===== src/rtl/alu_pkg.sv =====
// Shared definitions for the ALU sequencer: op encoding, FSM states and op decode helpers.
package alu_pkg;

    localparam logic [3:0] OP_ADD  = 4'd0;
    localparam logic [3:0] OP_SUB  = 4'd1;
    localparam logic [3:0] OP_MUL  = 4'd2;
    localparam logic [3:0] OP_DIV  = 4'd3;
    localparam logic [3:0] OP_AND  = 4'd4;
    localparam logic [3:0] OP_OR   = 4'd5;
    localparam logic [3:0] OP_XOR  = 4'd6;
    localparam logic [3:0] OP_NOTA = 4'd7;
    localparam logic [3:0] OP_PASA = 4'd8;
    localparam logic [3:0] OP_PASB = 4'd9;
    localparam logic [3:0] OP_SLL  = 4'd10;
    localparam logic [3:0] OP_SRL  = 4'd11;
    localparam logic [3:0] OP_SRA  = 4'd12;
    localparam logic [3:0] OP_INC  = 4'd13;
    localparam logic [3:0] OP_DEC  = 4'd14;
    localparam logic [3:0] OP_HAM  = 4'd15;

    typedef enum logic [1:0] {
        IDLE = 2'd0,
        EXEC = 2'd1,
        RESP = 2'd2
    } state_t;

    // Mul and div need the long settle window in the shared ALU.
    function automatic logic op_is_muldiv(input logic [3:0] op);
        return (op == OP_MUL) || (op == OP_DIV);
    endfunction

endpackage


===== src/rtl/alu_arb_seq_if.sv =====
// Bundle of requester, ALU and response signals around the ALU sequencer.
interface alu_arb_seq_if #(
    parameter int WIDTH = 32
);
    logic [1:0]       req_valid;
    logic [1:0]       req_ready;
    logic [WIDTH-1:0] req0_a;
    logic [WIDTH-1:0] req0_b;
    logic [3:0]       req0_op;
    logic [WIDTH-1:0] req1_a;
    logic [WIDTH-1:0] req1_b;
    logic [3:0]       req1_op;
    logic [WIDTH-1:0] alu_a;
    logic [WIDTH-1:0] alu_b;
    logic [3:0]       alu_sel;
    logic [WIDTH-1:0] alu_res;
    logic             rsp_valid;
    logic             rsp_ready;
    logic             rsp_id;
    logic [WIDTH-1:0] rsp_data;
    logic             rsp_err;
    logic             busy;

    modport slave (
        input  req_valid, req0_a, req0_b, req0_op, req1_a, req1_b, req1_op,
        input  alu_res, rsp_ready,
        output req_ready, alu_a, alu_b, alu_sel,
        output rsp_valid, rsp_id, rsp_data, rsp_err, busy
    );

    modport master (
        output req_valid, req0_a, req0_b, req0_op, req1_a, req1_b, req1_op,
        output alu_res, rsp_ready,
        input  req_ready, alu_a, alu_b, alu_sel,
        input  rsp_valid, rsp_id, rsp_data, rsp_err, busy
    );

endinterface


===== src/rtl/alu_arb_seq_rr_arb_2.sv =====
// Two-requester round-robin arbiter; the pointer names the requester preferred on a tie
// and moves to the other requester after each granted cycle with advance set.
module rr_arb_2 (
    input  logic       clk,
    input  logic       rst_n,
    input  logic [1:0] req,
    input  logic       advance,
    output logic [1:0] grant
);

    logic r_ptr;

    always_comb begin
        grant = req;
        if (req == 2'b11) begin
            grant = r_ptr ? 2'b10 : 2'b01;
        end
    end

    // grant[0] set means requester 0 won, so requester 1 is preferred next.
    always_ff @(posedge clk) begin
        if (!rst_n) begin
            r_ptr <= 1'b0;
        end else if (advance && (grant != 2'b00)) begin
            r_ptr <= grant[0];
        end
    end

endmodule


===== src/rtl/alu_arb_seq.sv =====
// Sequencer sharing one multicycle ALU between two requesters: grants one op, holds the
// ALU inputs for the op's settle time, then returns the tagged result on one response port.
module alu_arb_seq
    import alu_pkg::*;
#(
    parameter int WIDTH      = 32,
    parameter int MULDIV_LAT = 4,
    parameter int SIMPLE_LAT = 1
) (
    input  logic          clk,
    input  logic          rst_n,
    alu_arb_seq_if.slave  bus
);

    localparam logic [3:0] LAT_MULDIV = 4'(MULDIV_LAT - 1);
    localparam logic [3:0] LAT_SIMPLE = 4'(SIMPLE_LAT - 1);

    state_t           r_state;
    state_t           w_state_nxt;
    logic [3:0]       r_cnt;
    logic [WIDTH-1:0] r_alu_a;
    logic [WIDTH-1:0] r_alu_b;
    logic [3:0]       r_alu_sel;
    logic [WIDTH-1:0] r_rsp_data;
    logic             r_rsp_id;
    logic             r_rsp_err;

    logic             w_idle;
    logic [1:0]       w_arb_req;
    logic [1:0]       w_grant;
    logic             w_accept;
    logic             w_gid;
    logic [WIDTH-1:0] w_a;
    logic [WIDTH-1:0] w_b;
    logic [3:0]       w_op;
    logic             w_div0;
    logic [3:0]       w_lat;

    assign w_idle    = (r_state == IDLE);
    assign w_arb_req = w_idle ? bus.req_valid : 2'b00;

    rr_arb_2 u_arb (
        .clk     (clk),
        .rst_n   (rst_n),
        .req     (w_arb_req),
        .advance (w_idle),
        .grant   (w_grant)
    );

    assign w_accept = (w_grant != 2'b00);
    assign w_gid    = w_grant[1];
    assign w_a      = w_gid ? bus.req1_a  : bus.req0_a;
    assign w_b      = w_gid ? bus.req1_b  : bus.req0_b;
    assign w_op     = w_gid ? bus.req1_op : bus.req0_op;
    assign w_div0   = (w_op == OP_DIV) && (w_b == '0);
    assign w_lat    = op_is_muldiv(w_op) ? LAT_MULDIV : LAT_SIMPLE;

    always_ff @(posedge clk) begin
        if (!rst_n) begin
            r_state <= IDLE;
        end else begin
            r_state <= w_state_nxt;
        end
    end

    always_comb begin
        w_state_nxt = r_state;
        case (r_state)
            IDLE:    if (w_accept) w_state_nxt = w_div0 ? RESP : EXEC;
            EXEC:    if (r_cnt == 4'd0) w_state_nxt = RESP;
            RESP:    if (bus.rsp_ready) w_state_nxt = IDLE;
            default: w_state_nxt = IDLE;
        endcase
    end

    // Divide-by-zero is answered directly from the grant; the ALU result is never sampled.
    always_ff @(posedge clk) begin
        if (!rst_n) begin
            r_cnt      <= '0;
            r_alu_a    <= '0;
            r_alu_b    <= '0;
            r_alu_sel  <= '0;
            r_rsp_data <= '0;
            r_rsp_id   <= 1'b0;
            r_rsp_err  <= 1'b0;
        end else begin
            case (r_state)
                IDLE: begin
                    if (w_accept) begin
                        r_alu_a   <= w_a;
                        r_alu_b   <= w_b;
                        r_alu_sel <= w_op;
                        r_rsp_id  <= w_gid;
                        r_cnt     <= w_lat;
                        if (w_div0) begin
                            r_rsp_data <= '1;
                            r_rsp_err  <= 1'b1;
                        end
                    end
                end
                EXEC: begin
                    if (r_cnt == 4'd0) begin
                        r_rsp_data <= bus.alu_res;
                        r_rsp_err  <= 1'b0;
                    end else begin
                        r_cnt <= r_cnt - 4'd1;
                    end
                end
                default: ;
            endcase
        end
    end

    assign bus.req_ready = w_grant;
    assign bus.alu_a     = r_alu_a;
    assign bus.alu_b     = r_alu_b;
    assign bus.alu_sel   = r_alu_sel;
    assign bus.rsp_valid = (r_state == RESP);
    assign bus.rsp_id    = r_rsp_id;
    assign bus.rsp_data  = r_rsp_data;
    assign bus.rsp_err   = r_rsp_err;
    assign bus.busy      = !w_idle;

endmodule

===== src/flat_wrapper.sv =====
// flat-port wrapper written by rule: the top's interface ports become plain ports
module alu_arb_seq_flat import alu_pkg::*;
#(
    parameter int WIDTH      = 32,
    parameter int MULDIV_LAT = 4,
    parameter int SIMPLE_LAT = 1
)
  (clk, rst_n, bus_req_valid, bus_req0_a, bus_req0_b, bus_req0_op, bus_req1_a, bus_req1_b, bus_req1_op, bus_alu_res, bus_rsp_ready, bus_req_ready, bus_alu_a, bus_alu_b, bus_alu_sel, bus_rsp_valid, bus_rsp_id, bus_rsp_data, bus_rsp_err, bus_busy);
  alu_arb_seq_if #(.WIDTH(WIDTH)) bus_i ();
  input  logic clk;
  input  logic rst_n;
  input wire logic [$bits(bus_i.req_valid)-1:0] bus_req_valid;
  input wire logic [$bits(bus_i.req0_a)-1:0] bus_req0_a;
  input wire logic [$bits(bus_i.req0_b)-1:0] bus_req0_b;
  input wire logic [$bits(bus_i.req0_op)-1:0] bus_req0_op;
  input wire logic [$bits(bus_i.req1_a)-1:0] bus_req1_a;
  input wire logic [$bits(bus_i.req1_b)-1:0] bus_req1_b;
  input wire logic [$bits(bus_i.req1_op)-1:0] bus_req1_op;
  input wire logic [$bits(bus_i.alu_res)-1:0] bus_alu_res;
  input wire logic [$bits(bus_i.rsp_ready)-1:0] bus_rsp_ready;
  output wire logic [$bits(bus_i.req_ready)-1:0] bus_req_ready;
  output wire logic [$bits(bus_i.alu_a)-1:0] bus_alu_a;
  output wire logic [$bits(bus_i.alu_b)-1:0] bus_alu_b;
  output wire logic [$bits(bus_i.alu_sel)-1:0] bus_alu_sel;
  output wire logic [$bits(bus_i.rsp_valid)-1:0] bus_rsp_valid;
  output wire logic [$bits(bus_i.rsp_id)-1:0] bus_rsp_id;
  output wire logic [$bits(bus_i.rsp_data)-1:0] bus_rsp_data;
  output wire logic [$bits(bus_i.rsp_err)-1:0] bus_rsp_err;
  output wire logic [$bits(bus_i.busy)-1:0] bus_busy;
  assign bus_i.req_valid = bus_req_valid;
  assign bus_i.req0_a = bus_req0_a;
  assign bus_i.req0_b = bus_req0_b;
  assign bus_i.req0_op = bus_req0_op;
  assign bus_i.req1_a = bus_req1_a;
  assign bus_i.req1_b = bus_req1_b;
  assign bus_i.req1_op = bus_req1_op;
  assign bus_i.alu_res = bus_alu_res;
  assign bus_i.rsp_ready = bus_rsp_ready;
  assign bus_req_ready = bus_i.req_ready;
  assign bus_alu_a = bus_i.alu_a;
  assign bus_alu_b = bus_i.alu_b;
  assign bus_alu_sel = bus_i.alu_sel;
  assign bus_rsp_valid = bus_i.rsp_valid;
  assign bus_rsp_id = bus_i.rsp_id;
  assign bus_rsp_data = bus_i.rsp_data;
  assign bus_rsp_err = bus_i.rsp_err;
  assign bus_busy = bus_i.busy;
  alu_arb_seq #(.WIDTH(WIDTH), .MULDIV_LAT(MULDIV_LAT), .SIMPLE_LAT(SIMPLE_LAT)) u_core (.clk(clk), .rst_n(rst_n), .bus(bus_i));
endmodule

===== config.mk =====
export PLATFORM = sky130hd
export DESIGN_NAME = alu_arb_seq_flat
export DESIGN_NICKNAME = d
export VERILOG_FILES = /design/src/rtl/alu_pkg.sv /design/src/rtl/alu_arb_seq_if.sv /design/src/rtl/alu_arb_seq_rr_arb_2.sv /design/src/rtl/alu_arb_seq.sv /design/src/flat_wrapper.sv
export SDC_FILE = /design/constraint.sdc
export NUM_CORES = 1
export LEC_CHECK = 0
export CORE_MARGIN = 10
export CORE_UTILIZATION = 40
export DETAILED_ROUTE_END_ITERATION = 12
export PLACE_DENSITY_LB_ADDON = 0.2
export SLEW_MARGIN = 0
export SYNTH_ARGS = -nofsm -noshare
export SYNTH_HDL_FRONTEND = slang
export SYNTH_HIERARCHICAL = 1
export SYNTH_SLANG_ARGS = --single-unit

===== constraint.sdc =====
create_clock -name clk -period 4.6 [get_ports clk]
set_input_delay 0.69 -clock clk [delete_from_list [all_inputs] [get_ports clk]]
set_output_delay 0.69 -clock clk [all_outputs]
set_load 0.01 [all_outputs]

# After elaboration in Yosys (flattened, before gate mapping)
# Index checks and enable logic that the tools add are counted.
# W data, S select, Z words.
# word_totals
ff_bits,109
input_bits,173
out_inout_bits,106
word_cells,56
# op_classes
add_sub_neg,1
n_eq_ne,10
n_mux,23
n_reduce_logical,13
# op_table
cell,n
$mux W32,5
$pmux W32 S2,1
$logic_not A32 Y1,1
$mux W2,8
$mux W4,3
$eq A4 B2 Y1 const B,2
$pmux W4 S2,1
$ne A2 B1 Y1 const B,3
$pmux W2 S3,1
$reduce_and A3 Y1,2
$eq A2 B2 Y1 const B,2
$logic_not A4 Y1,1
$ne A2 B2 Y1 const B,2
$reduce_and A4 Y1,1
$reduce_bool A2 Y1,2
$sub A4 B1 Y4 const B,1
$mux W1,3
$eq A2 B1 Y1 const B,1
$logic_and A1 B1 Y1,2
$logic_not A2 Y1,1
$pmux W1 S2,1
$reduce_and A2 Y1,1
$logic_not A1 Y1,1
$logic_or A1 B1 Y1,1

# Longest topological paths before layout
# Gate-level depths: netlist (run 1).
# logic_depth
ltp_word,10
mapped_depth,11
ltp_nobuf,8

# By module
# The synthesis (run 1) kept the hierarchy.
# modules_own_cells
module,n_inst,cells_per_inst,area_per_inst_um2,seq_area_each_um2
alu_arb_seq,1,537,5391.4,2162.1
rr_arb_2,1,7,61.3,20.0

# Worst setup path before layout (run 1)
# OpenSTA, ideal clock, no wires.
# synth_path
path_kind,input port to flip-flop
from,input port bus_req_valid[1]
to,register u_core.r_alu_b[23] (netlist: u_core/bus.alu_b[23])
setup_time_ps,116
t_arrival_ps,2438
required_ps,4484
slack_ps,2046
cell_stages,9
path_buffers,4
cell_sequence,and2_1 > a21boi_0 > buf_4 > buf_2 > buf_4 > buf_2 > mux2i_1 > nand2_1 > o211a_1
# synth_via
elab_chain_cells,5
elab_cells_between_ends,6
cone_classes,eq/ne (1); mux (3); reduce/logical (2)
# synth_lines
element,line_no,source
from (decl),flat_wrapper.sv:12,input wire logic [$bits(bus_i.req_valid)-1:0] bus_req_valid;
$mux W2 *,alu_arb_seq.sv:40,assign w_arb_req = w_idle ? bus.req_valid : 2'b00;
$eq A2 B2 Y1,alu_arb_seq_rr_arb_2.sv:15,if (req == 2'b11) begin
$mux W2 *,alu_arb_seq_rr_arb_2.sv:15,
named net bus_req_ready[1],flat_wrapper.sv:21,output wire logic [$bits(bus_i.req_ready)-1:0] bus_req_ready;
$reduce_bool A2 Y1,alu_arb_seq.sv:50,assign w_accept = (w_grant != 2'b00);
$reduce_and A2 Y1 (no line),-,
to (signal assigned),alu_arb_seq.sv:91,r_alu_b <= w_b;
to (decl),alu_arb_seq.sv:22,logic [WIDTH-1:0] r_alu_b;
# The timed path passes the listed nets; every way through them passes the cells marked *.
# A chain may end at the register's enable or synchronous reset.

# Final worst setup path (run 1)
# layout_path
from,register u_core.r_state[1]
to,output port bus_req_ready[1]
# layout_via
elab_chain_cells,4
# layout_lines
element,line_no,source
from (decl),alu_arb_seq.sv:18,state_t r_state;
from (signal assigned),alu_arb_seq.sv:62,r_state <= w_state_nxt;
$logic_not A2 Y1 *,alu_arb_seq.sv:39,assign w_idle = (r_state == IDLE);
named net u_core.w_idle,alu_arb_seq.sv:28,logic w_idle;
$mux W2 *,alu_arb_seq.sv:40,
named net u_core.w_arb_req[1],alu_arb_seq.sv:29,logic [1:0] w_arb_req;
$eq A2 B2 Y1,alu_arb_seq_rr_arb_2.sv:15,
$mux W2 *,alu_arb_seq_rr_arb_2.sv:15,
to (decl),flat_wrapper.sv:21,
# Marked as above.

==> results.sh, run 1 <==
export IMPL_wl_per_cell_um=19.83
export IMPL_dp_cells=959
export IMPL_yosysSeqAreaShare=0.4002
export IMPL_n_antenna_cell=0
export IMPL_layout_nets=969
export IMPL_hold_viol=0
export IMPL_stdcell_count=975
export IMPL_synth_cell_types=40
export IMPL_avgSynthCellArea_um2=10.02
export IMPL_routed_top_layer="met4"
export IMPL_grt_pass1_wl_um=29590
export IMPL_hold_class="register to register"
export IMPL_synth_edff_count=0
export IMPL_die_area_um2=18700
export IMPL_power_density_nw_per_um2=591.4
export IMPL_power_leakage_nw=3.624
export IMPL_hold_ws_ns=0.4787
export IMPL_drt_iter0_markers=245
export IMPL_synthMuxAreaShare=0.1248
export IMPL_die_x_um=136.8
export IMPL_worstPathArrival_ns=2.73
export IMPL_htree_num_levels=3
export IMPL_grt_max_degree=72
export IMPL_status="complete, no violations"
export IMPL_peakVddDrop_mv=0.2938
export IMPL_dp_hpwl_um=15150
export IMPL_start_util=0.4101
export IMPL_fin_util=0.6479
export IMPL_synth_top_family_by_area="compound AO/OA/AOI/OAI gates"
export IMPL_cts_buffers=9
export IMPL_synth_adder_area_share=0.004589
export IMPL_end_kind="primary output"
export IMPL_skew_ns=0.009717
export IMPL_cts_tree="yes"
export IMPL_yosys_area_share_xor_xnor=0.003212
export IMPL_io_buffers=278
export IMPL_clockRootBuffer="clkbuf_16"
export IMPL_io_pins=279
export IMPL_synth_compound_area_frac=0.2866
export IMPL_antenna_found_initial=0
export IMPL_vias=5192
export IMPL_drv_slew=0
export IMPL_cap_violations=0
export IMPL_critPathKind="register to primary output"
export IMPL_clock_fmax_ghz=0.2927
export IMPL_path_clk_slew_ns=0.08
export IMPL_rows=42
export IMPL_period_needed_ns=3.417
export IMPL_finalWirelength_um=19340
export IMPL_fin_setup_tns_ns=0
export IMPL_grt_setup_unrepaired="false"
export IMPL_overflow=0
export IMPL_syn_nets=719
export IMPL_detail_route_antenna_nets=0
export IMPL_die_h_um=136.8
export IMPL_met2_wirelength_um=9352
export IMPL_yosys_area_share_simple=0.1267
export IMPL_viasPerCell=5.325
export IMPL_drc=0
export IMPL_slew_headroom=0.3210
export IMPL_setup_viol=0
export IMPL_setup_slack_ns=1.183
export IMPL_synth_ff_type="dfxtp_1"
export IMPL_async_flop_share=0
export IMPL_syn_area_um2=5453
export IMPL_clock_sinks=109
export IMPL_postCtsSetupBuffers=0
export IMPL_synth_top_cell_by_area="dfxtp_1"
export IMPL_crit_path_max_fanout=18
export IMPL_postCtsHoldBufs=0
export IMPL_dp_slack_ns=1.026
export IMPL_worstPathRequired_ns=3.91
export IMPL_startpoint_type="register"
export IMPL_core_um2=13300
export IMPL_period_share=0.7428
export IMPL_yosysTopAreaCellShare=0.4002
export IMPL_drive_gt1_frac=0.1164
export IMPL_synth_seq_cells=109
export IMPL_grt_pass1_vias=5654
export IMPL_netlist_instances=544
export IMPL_clock_path_buffers=2
export IMPL_ctsResizeCount=0
export IMPL_tightest_slew_ns=1.018
export IMPL_clock_latency_ns=0.35
export IMPL_wl_met1_um=7033
export IMPL_grt_usage=0.1997
export IMPL_ys_top_cells_by_area="dfxtp_1 40%, mux2i_1 12%, o211a_1 12%"
export IMPL_met3WireLength_um=2188
export IMPL_syn_to_final_growth_pct=57.99
export IMPL_synth_warnings=6
export IMPL_drtPass1Iterations=4
export IMPL_routabilityCongestion=0.8057
-- critical path, stage by stage, from the launching register on --
cell	delay [ns]
dfxtp_1	0.37
nor2_2	0.35
and2_1	0.23
a21boi_4	0.55
buf_4	0.30
clkdlybuf4s50_1	0.56
-- placed cells by master, fill, tap and decap left out, types with 2 or more instances in the layout --
cell               n
o21ai_0            2
o221ai_2          29
inv_6              3
clkinvlp_4         2
ha_1               2
nand2_1           79
mux2i_1           68
nor4_1            14
a21boi_0           3
dfxtp_1          109
nor4b_1            2
nor2_1            39
inv_1              6
a21oi_2           29
a21oi_1            4
clkdlybuf4s50_1  277
a211o_1            2
o221ai_1           3
xor2_1             2
and2_1             3
nand2b_1           3
a22oi_1            2
o211a_1           68
nor3_1             4
nand4_1            2
buf_4             11
clkbuf_16          9
nand3_1            5
-- synthesized netlist by cell type (2+ instances only) --
library cell	number
nand2b_1	4
buf_4	7
buf_2	28
nand2_1	79
o21ai_0	2
o221ai_2	29
a22oi_1	2
o211a_1	68
nand3_1	5
a21boi_0	4
nor3_1	4
nor4b_1	2
a21oi_2	29
a211o_1	2
nor4_1	14
nand4_1	2
ha_1	2
dfxtp_1	109
buf_6	3
xor2_1	2
inv_1	6
and2_1	3
a21oi_1	4
clkbuf_1	11
mux2i_1	68
o221ai_1	3
nor2_1	39
-- where the power goes --
group          internal (mW)  total [mW]  switching [mW]
clock                  0.429       0.800           0.371
combinational           1.38        2.78            1.40
sequential              1.28        1.51           0.231
total                   3.09        5.09            2.00
-- sequential cells by signal, summed over array words and instances (netlist names), 2 cells and up --
| name | count |
|---|---|
| u_core/bus.alu_sel | 4 |
| u_core/bus.alu_b | 32 |
| u_core/r_state | 2 |
| u_core/bus.rsp_data | 32 |
| u_core/bus.alu_a | 32 |
| u_core/r_cnt | 4 |
-- area by class of cell --
| type | instances | area [µm²] |
|---|---|---|
| well taps | 176 | 220.2 |
| fillers | 1102 | 4681 |
| repair buffers | 289 | 2875 |
| multi-input cells | 379 | 3009 |
| clock inverters | 7 | 80.08 |
| clock buffers | 9 | 225.2 |
| flip-flops and latches | 109 | 2182 |
| inverters | 6 | 22.52 |
-- worst paths after layout --
| path | from | to | slack, ns | cells after the start |
|---|---|---|---|---|
| worst max-delay path | u_core/r_state[1] | bus_req_ready[1] | 1.18 | 5 |
| worst min-delay path | u_core/bus.rsp_err | u_core/bus.rsp_err | 0.48 | 2 |
| worst max register to register | u_core/r_state[1] | u_core/bus.rsp_data[10] | 1.36 | 8 |
| worst min register to register | u_core/bus.rsp_err | u_core/bus.rsp_err | 0.48 | 2 |
-- metrics by stage --
step / area [µm²] / total power, mW
global route: 8615 / 5.434
detailed placement: 8309 / 4.328
floorplan: 5453 / 3.214
global placement: 8309 / 4.238
CTS: 8615 / 5.149
finish: 8615 / 5.095
-- metal layers --
layer / up-vias / global-route usage
met5: - / 0
met4: 0 / 0.1012
met3: 39 / 0.08724
met2: 194 / 0.3439
met1: 2451 / 0.2016
li1: 2508 / -
-- logic make-up (layout without fill, tap and decap cells) --
family / count (synthesis) / after routing
muxes: 68 / 68
adders and majority gates: 2 / 2
DFF: 109 / 109
buffers and inverters: 56 / 311
and+or+nand+nor: 157 / 157
AOI/OAI and AO/OA: 150 / 150
xor gates and xnor gates: 2 / 2
(Power assumes the default switching activity.)
==> inputs of run 2 (changes only) <==
--- a/config.mk
+++ b/config.mk
@@ -6,7 +6,7 @@
 export NUM_CORES = 1
 export LEC_CHECK = 0
 export CORE_MARGIN = 10
-export CORE_UTILIZATION = 40
+export CORE_UTILIZATION = 36
 export DETAILED_ROUTE_END_ITERATION = 12
 export PLACE_DENSITY_LB_ADDON = 0.2
 export SLEW_MARGIN = 0
==> constraint.sdc (replaced) <==
create_clock -name clk -period 3.1 [get_ports clk]
set_input_delay 0.465 -clock clk [delete_from_list [all_inputs] [get_ports clk]]
set_output_delay 0.465 -clock clk [all_outputs]
set_load 0.01 [all_outputs]
==> results.sh, run 2 (synthesis results as in run 1) <==
export IMPL_rows=44
export IMPL_power_frac_comb=0.543
export IMPL_power_leakage_nw=3.699
export IMPL_reg2reg_slack_ns=0.52
export IMPL_antenna_found_initial=0
export IMPL_detail_route_antenna_nets=0
export IMPL_clock_fmax_ghz=0.3486
export IMPL_drv_slew=0
export IMPL_final_common_cell="clkdlybuf4s50_1"
export IMPL_syn_to_final_growth_pct=60.74
export IMPL_dp_hpwl_um=15410
export IMPL_postCtsSetupBuffers=0
export IMPL_cp_num_buf_inv=2
export IMPL_die_x_um=143.1
export IMPL_clockRootBuffer="clkbuf_16"
export IMPL_clock_sinks=109
export IMPL_switchingPower_mw=2.979
export IMPL_dpl_instance_area_um2=8414
export IMPL_path_clk_slew_ns=0.07
export IMPL_htree_num_levels=3
export IMPL_io_buffers=278
export IMPL_worstPathArrival_ns=2.40
export IMPL_core_um2=14700
export IMPL_cts_buffers=9
export IMPL_io_pins=279
export IMPL_grt_max_degree=51
export IMPL_postCtsHoldBufs=0
export IMPL_worstPathRequired_ns=2.63
export IMPL_slowest_stage="clkdlybuf4s50_1"
export IMPL_tightest_slew_ns=1.073
export IMPL_setup_viol=0
export IMPL_stdcell_count=990
export IMPL_cts_tree="yes"
export IMPL_dp_cells=973
export IMPL_grt_pass1_wl_um=30120
export IMPL_multi_input_area_um2=3009
export IMPL_r2r_start="u_core/r_state[1]"
export IMPL_pwr_share_seq=0.286
export IMPL_setup_slack_ns=0.2318
export IMPL_end_kind="primary output"
export IMPL_dp_slack_ns=0.2298
export IMPL_path_cells="nor2_2, and2_1, a21boi_4, buf_4, clkdlybuf4s50_1"
export IMPL_overflow=0
export IMPL_layout_nets=975
export IMPL_peakVddDrop_mv=0.4167
export IMPL_min_from="u_core/bus.rsp_err"
export IMPL_final_area_um2=8765
export IMPL_crit_path_max_fanout=14
export IMPL_die_h_um=143.1
export IMPL_fin_setup_tns_ns=0
export IMPL_skew_ns=0.006285
export IMPL_die_area_um2=20470
export IMPL_grt_usage=0.1853
export IMPL_hold_viol=0
export IMPL_fin_util=0.5963
export IMPL_final_cell_mix="277 x clkdlybuf4s50_1, 109 x dfxtp_1, 79 x nand2_1"
export IMPL_critPathKind="register to primary output"
export IMPL_start_util=0.3710
export IMPL_crit_family="buffers and inverters"
export IMPL_drc=0
export IMPL_cp_startpoint="u_core/r_state[1]"
export IMPL_startpoint_type="register"
export IMPL_clock_latency_ns=0.35
export IMPL_clock_power_share=0.171
export IMPL_routabilityCongestion=0.8144
export IMPL_grt_pass1_vias=5595
export IMPL_cap_violations=0
export IMPL_finalWirelength_um=19610
export IMPL_drtPass1Iterations=5
export IMPL_status="complete, no violations"
export IMPL_drt_iter0_markers=207
export IMPL_viasPerCell=5.255
export IMPL_slew_headroom=0.2850
export IMPL_period_needed_ns=2.868
export IMPL_p_total_mw=7.841
export IMPL_regArea_um2=2182
export IMPL_fill_cells=1225
export IMPL_vias=5202
export IMPL_crit_path_max_incr_delay_ns=0.56
export IMPL_ctsResizeCount=0
export IMPL_power_density_nw_per_um2=894.6
export IMPL_hold_ws_ns=0.4751
export IMPL_grt_setup_unrepaired="false"
export IMPL_switching_share=0.3799
export IMPL_hold_class="register to register"
export IMPL_drive_gt1_frac=0.1230
export IMPL_wl_per_cell_um=19.81
export IMPL_clock_path_buffers=2
export IMPL_period_share=0.9252
export IMPL_internal_power_mw=4.862
run 2: changes by cell type in the layout (fill, tap and decap cells not counted):
cell	change
clkinvlp_4	-2
diode_2	+1
clkinv_4	-1
bufinv_16	+2
clkbuf_8	+1
buf_4	+2
inv_6	-2
buf_12	+4
clkinv_2	+2
run 2: routing by layer:
layer  GRT usage  vias up  routed length (µm)
met4     0.06406        0                 393
li1            -     2525                   -
met3     0.09818       22                2446
met5           0        -                   0
met2      0.3153      211                9324
met1      0.1911     2444                7444
run 2: final cells by class:
type | count | area share
Multi-Input combinational cell | 379 | 0.3433
Clock buffer | 10 | 0.02727
Sequential cell | 109 | 0.2490
Inverter | 6 | 0.002570
Antenna cell | 1 | 0.0002855
Tap cell | 184 | 0.02627
Timing Repair Buffer | 295 | 0.3389
Clock inverter | 6 | 0.01242
run 2: worst reg2reg max path, stage by stage, from the launching register on:
cell and delay (ns):
dfxtp_1 0.37, nor2_2 0.24, and2_1 0.21, a21boi_4 0.45
buf_4 0.22, nor3_1 0.08, a211oi_4 0.23, buf_4 0.36
o221ai_1 0.19, a21oi_1 0.16
run 2: path summary, 6_finish.rpt:
path	endpoint	cells past startpoint
max	bus_req_ready[1]	5
min	u_core/bus.rsp_err	2
max reg2reg	u_core/bus.rsp_data[0]	9
min reg2reg	u_core/bus.rsp_err	2
run 2: power by group through the flow:
stage	logic (mW)	registers [mW]	clock network [mW]
2_1_floorplan	2.33	2.43	0
3_3_place_gp	4.17	2.24	0
3_5_place_dp	4.28	2.27	0
4_1_cts	4.29	2.25	1.39
5_1_grt	4.61	2.30	1.44
6_report	4.25	2.24	1.34
